File: src/rtl/riscv_mem_arbiter_if.sv
// Purpose: bundles the fetch, load/store and memory-side signals of the arbiter.
// Latency: none, wiring only.
// Backpressure: requesters hold req until their done pulse; the memory stalls via mem_ready_i.
// Ports: slave = arbiter view, master = core + memory view (used by the bench).
interface riscv_mem_arbiter_if #(
    parameter int ADDR_W = 32,
    parameter int DATA_W = 32
);
    // fetch port
    logic              inst_req_i;
    logic [ADDR_W-1:0] inst_addr_i;
    logic              inst_done_o;
    logic [DATA_W-1:0] inst_data_o;
    // load/store port
    logic              data_req_i;
    logic              data_we_i;
    logic [ADDR_W-1:0] data_addr_i;
    logic [DATA_W-1:0] data_wdata_i;
    logic              data_done_o;
    logic [DATA_W-1:0] data_rdata_o;
    logic              err_o;
    // memory macro
    logic              mem_ce_o;
    logic              mem_we_o;
    logic [ADDR_W-1:0] mem_addr_o;
    logic [DATA_W-1:0] mem_wdata_o;
    logic [DATA_W-1:0] mem_rdata_i;
    logic              mem_ready_i;

    modport slave (
        input  inst_req_i, inst_addr_i,
        input  data_req_i, data_we_i, data_addr_i, data_wdata_i,
        input  mem_rdata_i, mem_ready_i,
        output inst_done_o, inst_data_o,
        output data_done_o, data_rdata_o, err_o,
        output mem_ce_o, mem_we_o, mem_addr_o, mem_wdata_o
    );

    modport master (
        output inst_req_i, inst_addr_i,
        output data_req_i, data_we_i, data_addr_i, data_wdata_i,
        output mem_rdata_i, mem_ready_i,
        input  inst_done_o, inst_data_o,
        input  data_done_o, data_rdata_o, err_o,
        input  mem_ce_o, mem_we_o, mem_addr_o, mem_wdata_o
    );
endinterface

File: src/rtl/riscv_mem_arbiter.sv
// Purpose: shares one single-port memory between instruction fetch and load/store,
//          data first, with a fetch starvation guard and a per-access timeout.
// Latency: grant edge N -> mem_ce_o from cycle N+1; mem_ready_i at edge N+k -> done in N+k+1.
// Backpressure: one access in flight; requesters hold req until done, memory stalls with mem_ready_i.
// Ports: clk, rst (async active-low), bus (slave modport of riscv_mem_arbiter_if).
module riscv_mem_arbiter #(
    parameter int ADDR_W     = 32,
    parameter int DATA_W     = 32,
    parameter int STARVE_MAX = 4,
    parameter int TIMEOUT    = 255
) (
    input  logic               clk,
    input  logic               rst,
    riscv_mem_arbiter_if.slave bus
);

    localparam logic [1:0] IDLE      = 2'd0;
    localparam logic [1:0] INST_BUSY = 2'd1;
    localparam logic [1:0] DATA_BUSY = 2'd2;

    localparam logic [3:0] STARVE_LIM = 4'(STARVE_MAX);
    localparam bit         TO_EN      = (TIMEOUT != 0);
    // last to_cnt value before abort; unused when the timeout is disabled
    localparam logic [7:0] TO_LAST    = (TIMEOUT == 0) ? 8'd0 : 8'(TIMEOUT - 1);

    logic [1:0]        state;
    logic [3:0]        starve_cnt;
    logic [7:0]        to_cnt;

    logic              mem_ce;
    logic              mem_we;
    logic [ADDR_W-1:0] mem_addr;
    logic [DATA_W-1:0] mem_wdata;
    logic              inst_done;
    logic [DATA_W-1:0] inst_data;
    logic              data_done;
    logic [DATA_W-1:0] data_rdata;
    logic              err;

    always_ff @(posedge clk or negedge rst) begin
        if (!rst) begin
            state      <= IDLE;
            starve_cnt <= '0;
            to_cnt     <= '0;
            mem_ce     <= 1'b0;
            mem_we     <= 1'b0;
            mem_addr   <= '0;
            mem_wdata  <= '0;
            inst_done  <= 1'b0;
            inst_data  <= '0;
            data_done  <= 1'b0;
            data_rdata <= '0;
            err        <= 1'b0;
        end else begin
            // done/err are single-cycle pulses
            inst_done <= 1'b0;
            data_done <= 1'b0;
            err       <= 1'b0;

            case (state)
                IDLE: begin
                    if (bus.inst_req_i && (starve_cnt == STARVE_LIM)) begin
                        // fetch has waited through STARVE_MAX data grants
                        state      <= INST_BUSY;
                        starve_cnt <= '0;
                        to_cnt     <= '0;
                        mem_ce     <= 1'b1;
                        mem_we     <= 1'b0;
                        mem_addr   <= bus.inst_addr_i;
                        mem_wdata  <= '0;
                    end else if (bus.data_req_i) begin
                        state  <= DATA_BUSY;
                        to_cnt <= '0;
                        if (bus.inst_req_i) begin
                            if (starve_cnt != STARVE_LIM) begin
                                starve_cnt <= starve_cnt + 4'd1;
                            end
                        end else begin
                            starve_cnt <= '0;
                        end
                        mem_ce    <= 1'b1;
                        mem_we    <= bus.data_we_i;
                        mem_addr  <= bus.data_addr_i;
                        mem_wdata <= bus.data_wdata_i;
                    end else if (bus.inst_req_i) begin
                        state      <= INST_BUSY;
                        starve_cnt <= '0;
                        to_cnt     <= '0;
                        mem_ce     <= 1'b1;
                        mem_we     <= 1'b0;
                        mem_addr   <= bus.inst_addr_i;
                        mem_wdata  <= '0;
                    end
                end

                INST_BUSY, DATA_BUSY: begin
                    // mem_* stay frozen here regardless of requester inputs
                    if (bus.mem_ready_i) begin
                        state  <= IDLE;
                        mem_ce <= 1'b0;
                        mem_we <= 1'b0;
                        if (state == INST_BUSY) begin
                            inst_done <= 1'b1;
                            inst_data <= bus.mem_rdata_i;
                        end else begin
                            data_done <= 1'b1;
                            if (!mem_we) begin
                                data_rdata <= bus.mem_rdata_i;
                            end
                        end
                    end else begin
                        to_cnt <= to_cnt + 8'd1;
                        if (TO_EN && (to_cnt == TO_LAST)) begin
                            state  <= IDLE;
                            mem_ce <= 1'b0;
                            mem_we <= 1'b0;
                            err    <= 1'b1;
                            if (state == INST_BUSY) begin
                                inst_done <= 1'b1;
                                inst_data <= '0;
                            end else begin
                                data_done <= 1'b1;
                                if (!mem_we) begin
                                    data_rdata <= '0;
                                end
                            end
                        end
                    end
                end

                default: begin
                    state  <= IDLE;
                    mem_ce <= 1'b0;
                    mem_we <= 1'b0;
                end
            endcase
        end
    end

    assign bus.mem_ce_o     = mem_ce;
    assign bus.mem_we_o     = mem_we;
    assign bus.mem_addr_o   = mem_addr;
    assign bus.mem_wdata_o  = mem_wdata;
    assign bus.inst_done_o  = inst_done;
    assign bus.inst_data_o  = inst_data;
    assign bus.data_done_o  = data_done;
    assign bus.data_rdata_o = data_rdata;
    assign bus.err_o        = err;

endmodule

File: src/flat_wrapper.sv
// flat-port wrapper written by rule: the top's interface ports become plain ports
module riscv_mem_arbiter_flat 
#(
    parameter int ADDR_W     = 32,
    parameter int DATA_W     = 32,
    parameter int STARVE_MAX = 4,
    parameter int TIMEOUT    = 255
)
  (clk, rst, bus_inst_req_i, bus_inst_addr_i, bus_data_req_i, bus_data_we_i, bus_data_addr_i, bus_data_wdata_i, bus_mem_rdata_i, bus_mem_ready_i, bus_inst_done_o, bus_inst_data_o, bus_data_done_o, bus_data_rdata_o, bus_err_o, bus_mem_ce_o, bus_mem_we_o, bus_mem_addr_o, bus_mem_wdata_o);
  riscv_mem_arbiter_if #(.ADDR_W(ADDR_W), .DATA_W(DATA_W)) bus_i ();
  input  logic clk;
  input  logic rst;
  input wire logic [$bits(bus_i.inst_req_i)-1:0] bus_inst_req_i;
  input wire logic [$bits(bus_i.inst_addr_i)-1:0] bus_inst_addr_i;
  input wire logic [$bits(bus_i.data_req_i)-1:0] bus_data_req_i;
  input wire logic [$bits(bus_i.data_we_i)-1:0] bus_data_we_i;
  input wire logic [$bits(bus_i.data_addr_i)-1:0] bus_data_addr_i;
  input wire logic [$bits(bus_i.data_wdata_i)-1:0] bus_data_wdata_i;
  input wire logic [$bits(bus_i.mem_rdata_i)-1:0] bus_mem_rdata_i;
  input wire logic [$bits(bus_i.mem_ready_i)-1:0] bus_mem_ready_i;
  output wire logic [$bits(bus_i.inst_done_o)-1:0] bus_inst_done_o;
  output wire logic [$bits(bus_i.inst_data_o)-1:0] bus_inst_data_o;
  output wire logic [$bits(bus_i.data_done_o)-1:0] bus_data_done_o;
  output wire logic [$bits(bus_i.data_rdata_o)-1:0] bus_data_rdata_o;
  output wire logic [$bits(bus_i.err_o)-1:0] bus_err_o;
  output wire logic [$bits(bus_i.mem_ce_o)-1:0] bus_mem_ce_o;
  output wire logic [$bits(bus_i.mem_we_o)-1:0] bus_mem_we_o;
  output wire logic [$bits(bus_i.mem_addr_o)-1:0] bus_mem_addr_o;
  output wire logic [$bits(bus_i.mem_wdata_o)-1:0] bus_mem_wdata_o;
  assign bus_i.inst_req_i = bus_inst_req_i;
  assign bus_i.inst_addr_i = bus_inst_addr_i;
  assign bus_i.data_req_i = bus_data_req_i;
  assign bus_i.data_we_i = bus_data_we_i;
  assign bus_i.data_addr_i = bus_data_addr_i;
  assign bus_i.data_wdata_i = bus_data_wdata_i;
  assign bus_i.mem_rdata_i = bus_mem_rdata_i;
  assign bus_i.mem_ready_i = bus_mem_ready_i;
  assign bus_inst_done_o = bus_i.inst_done_o;
  assign bus_inst_data_o = bus_i.inst_data_o;
  assign bus_data_done_o = bus_i.data_done_o;
  assign bus_data_rdata_o = bus_i.data_rdata_o;
  assign bus_err_o = bus_i.err_o;
  assign bus_mem_ce_o = bus_i.mem_ce_o;
  assign bus_mem_we_o = bus_i.mem_we_o;
  assign bus_mem_addr_o = bus_i.mem_addr_o;
  assign bus_mem_wdata_o = bus_i.mem_wdata_o;
  riscv_mem_arbiter #(.ADDR_W(ADDR_W), .DATA_W(DATA_W), .STARVE_MAX(STARVE_MAX), .TIMEOUT(TIMEOUT)) u_core (.clk(clk), .rst(rst), .bus(bus_i));
endmodule
File: config.mk
export PLATFORM = sky130hd
export DESIGN_NAME = riscv_mem_arbiter_flat
export DESIGN_NICKNAME = d
export VERILOG_FILES = /design/src/rtl/riscv_mem_arbiter_if.sv /design/src/rtl/riscv_mem_arbiter.sv /design/src/flat_wrapper.sv
export SDC_FILE = /design/constraint.sdc
export NUM_CORES = 1
export LEC_CHECK = 0
export CAP_MARGIN = 20
export CORE_MARGIN = 10
export CORE_UTILIZATION = 43
export DETAILED_ROUTE_END_ITERATION = 8
export HOLD_SLACK_MARGIN = 0.08
export PLACE_DENSITY_LB_ADDON = 0.08
export RECOVER_POWER = 50
export SYNTH_ARGS = -nofsm -noshare
export SYNTH_HDL_FRONTEND = slang
export SYNTH_SLANG_ARGS = --single-unit
export TNS_END_PERCENT = 1
File: constraint.sdc
create_clock -name clk -period 2.8 [get_ports clk]
set_input_delay 0.42 -clock clk [delete_from_list [all_inputs] [get_ports clk]]
set_output_delay 0.42 -clock clk [all_outputs]
set_load 0.05 [all_outputs]
==> results.md, run 1 <==
* GR peak layer: met2
* Post-Route WL at 19.49 mm
* CTS H-Tree Depth at 4
* Die Ht at 139.1 um
* Ant diodes at 0
* CTS buffer count at 17
* Synthesized area at 6096 sq um
* CTS root buffer: clkbuf_16
* Sequential-to-total area share from yosys stat at 60.34%
* Worst-skew pair later-pin latency at 0.42 ns
* Synth Register Bits at 147
* Max-cap violations at 0
* Post-CTS setup buffer count at 0
* Ys async rst share at 100.0%
* Status: finished, final reports clean
* Final nets at 956
* Share of cells above drive strength 1 at 6.393%
* Clock Tree Buf Depth at 2
* Reg2Reg Capture Point: u_core.bus.mem_wdata_o[22]$_DFFE_PN0P_
* Setup slack, reg-to-reg at 0.53 ns
* GP Congestion at 0.7992
* Starting Density at 43.92%
* Die width at 139.1 um
* Top cell type by total area after synthesis: dfrtp_1
* Synth top area share at 60.34%
* Tot GR Track Use at 19.59%
* Synth Area per Inst at 10.77 sq um
* Residual DRC at 0
* Worst Setup Start Kind: flop
* Vias per inst at 5.397
* Commonest non-fill, non-tap cell in the layout: clkdlybuf4s50_1
* CTS Hold Bufs at 1
* Grt met1 use at 22.68%
* Worst vdd ir at 706.1 uV
* Actual slew at the worst max-slew pin at 1.415 ns
* Vias at 5446
* Hold path endpoint: u_core.bus.err_o$_DFF_PN0_
* Die area at 19340 sq um
* Class of the worst hold path: in2reg
* RSZ-0062 raised after global routing: false
* Crit path max fanout at 29
* M3 GR Usage at 7.979%
* Commonest non-fill, non-tap cells in the layout: clkdlybuf4s50_1, dfrtp_1, nand2_1
* Row count at 43
* Yosys warnings at 0
* Port Buf Inserts at 266
* Initial antenna violation count at 0
* Met2 layer usage reported by global route at 32.33%
* IO Count at 267
* CTS tree: done
* Worst Path Arrival at 2.60 ns
* # placed instances at 976
* TritonCTS Sinks at 147
* Slew headroom at 5.665%
* Final setup vio count at 0
* Count of pins over their slew limit at 0
* Vias in the first global route at 5572
* Reg-to-Reg Start: u_core.state[1]$_DFFE_PN0P_
* Cell Pwr Density at 1445 nW/um^2
* Area grow syn2layout at 55.07%
* Maximum clock rate at 440.9 MHz
* Syn nets at 706
* Final Hold Violating Endpoints at 0
* Sequential cell area at 3679 sq um
* Drt first pass iters at 5
* Synth Instances at 566
* Avg WL per Cell at 19.31 um
* DRT iter0 DRCs at 302
* Final-layout fill cell count at 1057
* Req. time, crit path at 3.13 ns
* Reg clk slew, reported paths at 0.06 ns
* First-pass GRT wire length at 30.70 mm
* Overflow after GRT at 0
* Aggregate negative setup slack at 0 ns
* Hold depth at 3
* Cells on worst reg2reg path at 6
* Fin crit share at 81.01%
* EDFF count, synth at 0
* Hold Crit Start: bus_mem_ready_i
* Placeable core region at 13880 sq um
* Worst setup EP type: flop
* Clock period minus worst slack at 2.268 ns
* Non-Filler Instances at 1009
* Prevailing post-synth register cell: dfrtp_1
* Synth area leaders: dfrtp_1, a32o_1, nand2_1
* Post-cts gate resize count at 0
* Largest net degree at the start of global routing at 65
* Critical path class: reg2reg
* Synth cell types at 43
* Fin Clk Skew at 0.008768 ns
* Post-route ant nets at 0
* Final HPWL DP at 14.01 mm
* Multi-input logic area at 2133 sq um
* Total power at 13.66 mW
* Static Leak at 3.975 nW
## worst max path at each step
stage | start | to | depth (start not counted)
4_1_cts | u_core.bus.mem_we_o$_DFFE_PN0P_ | bus_mem_we_o | 1
6_report | u_core.state[1]$_DFFE_PN0P_ | u_core.bus.mem_wdata_o[22]$_DFFE_PN0P_ | 6
3_3_place_gp | bus_inst_req_i | u_core.bus.mem_addr_o[15]$_DFFE_PN0P_ | 5
2_1_floorplan | u_core.state[0]$_DFFE_PN0P_ | u_core.bus.data_rdata_o[0]$_DFFE_PN0P_ | 8
3_5_place_dp | bus_inst_req_i | u_core.bus.mem_addr_o[25]$_DFFE_PN0P_ | 6
5_1_grt | u_core.state[1]$_DFFE_PN0P_ | u_core.bus.mem_wdata_o[22]$_DFFE_PN0P_ | 6
## state kept, by name, indices dropped and copies added, names as in the netlist
register	count
u_core.bus.data_rdata_o	32
u_core.bus.inst_data_o	32
u_core.bus.mem_addr_o	32
u_core.bus.mem_wdata_o	32
u_core.to_cnt	8
u_core.starve_cnt	4
u_core.state	2
u_core.bus.data_done_o	1
u_core.bus.err_o	1
u_core.bus.inst_done_o	1
u_core.bus.mem_ce_o	1
u_core.bus.mem_we_o	1
## kinds of logic after synthesis
logic type	Yosys count	synth area share, %
xor gates and xnor gates	2	0.2874
and+or+nand+nor	171	12.32
AOI/OAI and AO/OA	186	21.35
buffers and inverters	54	4.474
adders and majority gates	6	1.231
DFF	147	60.34
## cells in the mapped netlist (3+ instances only)
cell type    n
ha_1         6
o21ai_0      4
a22o_1       4
a32o_1      65
a21oi_1     68
a21o_1       3
buf_6        4
dfrtp_1    147
inv_1        5
nand2_1    107
and2_1       3
or3_1        4
buf_2       26
o21ai_1     35
clkbuf_1    14
nor2_1      35
## metrics by stage
step	hold WS [ns]	setup WS (ns)	utilization, %	cell area [sq um]
floorplan	0.1244	1.091	-	6096
global placement	0.4002	0.2381	63.76	8851
detailed placement	0.4082	0.6477	63.96	8879
CTS	0.3807	0.6749	68.37	9490
global route	0.4248	0.2991	68.10	9453
finish	0.4042	0.5317	68.10	9453
## metal layers
| layer | up-vias | wire (um) |
|---|---|---|
| li1 | 2525 | - |
| met4 | 0 | 284 |
| met5 | - | 0 |
| met3 | 20 | 1700 |
| met2 | 205 | 9755 |
| met1 | 2696 | 7747 |
## critical path, stage by stage, from the launching register on
cell and delay (ns):
dfrtp_1 0.38, inv_1 0.08, ha_1 0.26, o21a_2 0.19, clkbuf_1 0.91, nand2_1 0.14, o21ai_0 0.21
## power by group
| part | switching [mW] | internal, mW | leakage, nW |
|---|---|---|---|
| registers | 0.556 | 3.10 | 1.84 |
| logic | 5.14 | 2.59 | 1.85 |
| clock network | 0.851 | 1.43 | 0.286 |
## area by class of cell
cell class              instances  area share (%)
inverters                       6          0.2383
clock inverters                 7           1.019
flip-flops and latches        147           38.91
repair buffers                279           29.53
clock buffers                  25           5.347
well taps                     180           2.383
multi-input cells             365           22.57
(Power assumes the default switching activity.)
==> run 2, diff against run 1 <==
- CORE_UTILIZATION: 43 -> 42
- clock period: 2.8 -> 2.14 ns (I/O delays scaled with it)
==> results.md, run 2 (synthesized netlist as in run 1, its figures left out) <==
* Status: finished, final reports clean
* Fin crit share at 94.21%
* Starting Density at 43.41%
* Slew headroom at 5.431%
* Crit-path slowest cell: clkdlybuf4s50_1
* Fin Clk Skew at 0.006675 ns
* Port Buf Inserts at 266
* Crit-path leading delay family: buffers and inverters
* Vias in the first global route at 5644
* Clock Tree Buf Depth at 2
* Worst Setup Start Kind: flop
* Worst Path Arrival at 1.70 ns
* Share of cells above drive strength 1 at 6.988%
* Die Ht at 140.5 um
* Die area at 19730 sq um
* Tot GR Track Use at 19.33%
* Final Worst Setup Slack at 0.1240 ns
* Critical-path cell list: clkdlybuf4s50_1
* RSZ-0062 raised after global routing: false
* CTS root buffer: clkbuf_16
* Crit path max fanout at 3
* Aggregate negative setup slack at 0 ns
* Worst setup EP type: output pin
* Vias at 5480
* Residual DRC at 0
* Ant diodes at 0
* CTS buffer count at 17
* Final nets at 957
* Max incr delay on CP at 0.88 ns
* Die width at 140.5 um
* CTS tree: done
* Worst-skew pair later-pin latency at 0.42 ns
* Post-route ant nets at 0
* Area grow syn2layout at 56.01%
* Class of the worst hold path: in2reg
* Static Leak at 4.011 nW
* Row count at 43
* Maximum clock rate at 496.0 MHz
* Avg WL per Cell at 19.53 um
* Initial antenna violation count at 0
* CTS H-Tree Depth at 4
* Req. time, crit path at 1.82 ns
* Max-cap violations at 0
* Commonest non-fill, non-tap cell in the layout: clkdlybuf4s50_1
* Final Util at 67.73%
* Placeable core region at 14040 sq um
* Crit path buf inv count at 1
* Pre-CTS setup slack at 0.08369 ns
* IO Count at 267
* Reg clk slew, reported paths at 0.06 ns
* Worst vdd ir at 1214 uV
* Vias per inst at 5.426
* Clock period minus worst slack at 2.016 ns
* Post-Route WL at 19.72 mm
* Actual slew at the worst max-slew pin at 1.419 ns
* Final HPWL DP at 14.27 mm
* Drt first pass iters at 5
* Largest net degree at the start of global routing at 70
* Total power at 18.09 mW
* TritonCTS Sinks at 147
* Final Hold Violating Endpoints at 0
* Overflow after GRT at 0
* Critical path class: reg2out
* Count of pins over their slew limit at 0
* First-pass GRT wire length at 30.58 mm
* Cell Pwr Density at 1902 nW/um^2
* GP Congestion at 0.7699
* Final setup vio count at 0
* DRT iter0 DRCs at 449
* Commonest non-fill, non-tap cells in the layout: clkdlybuf4s50_1, dfrtp_1, nand2_1
run 2: layout make-up:
| cell class | instances | area (sq um) |
|---|---|---|
| Fill cell | 1052 | 4532 |
| Inverter | 6 | 22.52 |
| Timing Repair Buffer | 280 | 2821 |
| Multi-Input combinational cell | 365 | 2137 |
| Clock buffer | 19 | 442.9 |
| Sequential cell | 147 | 3679 |
| Clock inverter | 13 | 182.7 |
| Tap cell | 180 | 225.2 |
run 2: worst paths after layout:
| kind | start | slack, ns | end | depth (start not counted) |
|---|---|---|---|---|
| min reg2reg | u_core.bus.mem_wdata_o[26]$_DFFE_PN0P_ | 0.48 | u_core.bus.mem_wdata_o[26]$_DFFE_PN0P_ | 2 |
| min | bus_mem_ready_i | 0.32 | u_core.bus.err_o$_DFF_PN0_ | 3 |
| max reg2reg | u_core.state[1]$_DFFE_PN0P_ | 0.21 | u_core.starve_cnt[0]$_DFFE_PN0P_ | 6 |
| min in group asynchronous | rst | 0.76 | u_core.bus.data_rdata_o[2]$_DFFE_PN0P_ | 2 |
| max | u_core.bus.mem_we_o$_DFFE_PN0P_ | 0.12 | bus_mem_we_o | 1 |
| max in group asynchronous | rst | 0.32 | u_core.bus.inst_data_o[12]$_DFFE_PN0P_ | 3 |
run 2: report_power, final:
part / switching (mW) / internal (mW)
combinational: 6.78 / 3.43
clock: 1.13 / 1.98
sequential: 0.718 / 4.05
run 2: metrics by stage:
step	instance area [sq um]	hold slack, ns	instances
after global routing	9510	0.3321	1010
final	9510	0.3183	1010
after detailed placement	8941	0.3235	977
after floorplan	6096	0.02541	566
after CTS	9577	0.3019	1010
after global placement	8941	0.3220	977
run 2: repair_timing:
action                                  4_1_cts  5_1_grt
setup buffers                                 0        0
hold endpoints to repair                     53        0
endpoints found under the setup margin        0        0
hold buffers                                  1        0
resized for setup                             0        0
run 2: per-layer routing:
layer / global-route usage (%) / part of all wire, % / vias to the layer above
li1: - / - / 2525
met1: 21.51 / 38 / 2698
met2: 31.38 / 50 / 226
met3: 9.026 / 9.8 / 31
met4: 7.663 / 2.4 / 0
met5: 0 / 0 / -
==> run 3, diff against run 2 <==
==> constraint.sdc (replaced) <==
create_clock -name clk -period 2.14 [get_ports clk]
set_input_delay 0.535 -clock clk [delete_from_list [all_inputs] [get_ports clk]]
set_output_delay 0.535 -clock clk [all_outputs]
set_load 0.05 [all_outputs]
==> results.md, run 3 (synthesized netlist as in run 1, its figures left out) <==
* TritonCTS Sinks at 147
* Pre-CTS setup slack at 0.003523 ns
* Avg WL per Cell at 19.84 um
* Row count at 43
* Final Worst Setup Slack at 0.03955 ns
* Final Util at 67.39%
* DRT iter0 DRCs at 277
* Final HPWL DP at 14.75 mm
* Vias in the first global route at 5796
* Non-Filler Instances at 1022
* Sequential cell area at 3679 sq um
* Final nets at 969
* Post-Layout Inst Area at 9463 sq um
* Final-layout fill cell count at 1118
* Critical path class: reg2out
* Clock Tree Buf Depth at 2
* Placeable core region at 14040 sq um
* First-pass GRT wire length at 31.75 mm
* Starting Density at 43.41%
* RSZ-0062 raised after global routing: false
* CTS tree: done
* Crit path buf inv count at 1
* CTS H-Tree Depth at 4
* Drt first pass iters at 5
* Actual slew at the worst max-slew pin at 0.6995 ns
* Area grow syn2layout at 55.23%
* Critical-path cell list: clkdlybuf4s50_1
* CTS buffer count at 17
* Crit-path leading delay family: buffers and inverters
* Cell Pwr Density at 1836 nW/um^2
* Vias at 5567
* Total power at 17.38 mW
* Worst vdd ir at 881.0 uV
* Vias per inst at 5.447
* Fin crit share at 98.15%
* # placed instances at 989
* Ant diodes at 0
* Share of cells above drive strength 1 at 8.195%
* Maximum clock rate at 476.1 MHz
* GP Congestion at 0.7840
* Clock period minus worst slack at 2.100 ns
* Post-route ant nets at 0
* Req. time, crit path at 1.60 ns
* Worst setup EP type: output pin
* Count of pins over their slew limit at 0
* Commonest non-fill, non-tap cells in the layout: dfrtp_1, clkdlybuf4s50_1, nand2_1
* Initial antenna violation count at 2
* Max-cap violations at 0
* Fin Clk Skew at 0.008283 ns
* Final Hold Violating Endpoints at 0
* Overflow after GRT at 0
* Worst Path Arrival at 1.57 ns
* Post-Route WL at 20.28 mm
* Reg clk slew, reported paths at 0.06 ns
* Multi-input logic area at 2151 sq um
* Residual DRC at 0
* Post-CTS setup buffer count at 0
* Die width at 140.5 um
* Worst-skew pair later-pin latency at 0.42 ns
* Crit path max fanout at 2
* Port Buf Inserts at 266
* Largest net degree at the start of global routing at 65
* Crit-path slowest cell: clkdlybuf4s50_1
* Commonest non-fill, non-tap cell in the layout: dfrtp_1
* Class of the worst hold path: reg2reg
* Max incr delay on CP at 0.81 ns
* Final setup vio count at 0
* Static Leak at 4.710 nW
* Die Ht at 140.5 um
* Placed Area at 8969 sq um
* Hold slack at 0.4726 ns
* Worst Setup Start Kind: flop
* Status: finished, final reports clean
* Die area at 19730 sq um
* Tot GR Track Use at 19.95%
* CTS root buffer: clkbuf_16
* Slew headroom at 53.57%
* IO Count at 267
* Aggregate negative setup slack at 0 ns
-- run 3: changes by cell type in the layout (fill, tap and decap cells not counted), sizes merged --
cell / before / now
dlygate4sd2: 0 / 70
clkbuf: 22 / 42
inv: 7 / 6
clkinvlp: 1 / 5
dlymetal6s2s: 0 / 45
buf: 12 / 17
clkdlybuf4s50: 264 / 133
bufinv: 4 / 3
dlygate4sd3: 1 / 2
-- run 3: worst reg2reg max path: stages, from the launching register on --
cell and delay [ns]:
dfrtp_1 0.40, inv_1 0.07, ha_1 0.30, o21a_1 0.28
clkbuf_2 0.53, nand2_1 0.12, o21ai_0 0.19
-- run 3: worst paths after layout --
kind / slack, ns / cells after the start / start / endpoint
setup / recovery: 0.04 / 1 / u_core.bus.inst_data_o[0]$_DFFE_PN0P_ / bus_inst_data_o[0]
hold / removal: 0.47 / 2 / u_core.bus.mem_wdata_o[10]$_DFFE_PN0P_ / u_core.bus.mem_wdata_o[10]$_DFFE_PN0P_
setup reg to reg: 0.17 / 6 / u_core.state[0]$_DFFE_PN0P_ / u_core.bus.mem_wdata_o[16]$_DFFE_PN0P_
hold reg to reg: 0.47 / 2 / u_core.bus.mem_wdata_o[10]$_DFFE_PN0P_ / u_core.bus.mem_wdata_o[10]$_DFFE_PN0P_
max in group asynchronous: 0.51 / 3 / rst / u_core.bus.inst_done_o$_DFF_PN0_
min in group asynchronous: 0.61 / 2 / rst / u_core.bus.inst_data_o[2]$_DFFE_PN0P_
-- run 3: report_power, final --
group	switching, mW	total (mW)	internal [mW]	leakage (nW)
Sequential	0.682	4.73	4.05	1.84
Clock	1.18	3.00	1.82	0.280
Combinational	6.82	9.65	2.83	2.59
-- run 3: layout make-up --
cell class | instances | area share (%)
Sequential cell | 147 | 38.87
Clock buffer | 17 | 4.496
Clock inverter | 15 | 1.759
Tap cell | 180 | 2.380
Inverter | 6 | 0.2380
Timing Repair Buffer | 292 | 29.53
Multi-Input combinational cell | 365 | 22.73
-- run 3: layer usage --
layer	share of wire [%]	up-vias	track usage, %
met5	0.089	-	0
met4	1.5	4	7.011
met3	9.3	29	8.790
met2	50	218	32.78
met1	39	2760	22.55
li1	-	2556	-
-- run 3: repair_timing --
action	in CTS	in global routing
endpoints found under the setup margin	70	45
resized for setup	70	45
hold buffers	1	0
hold endpoints to repair	16	0
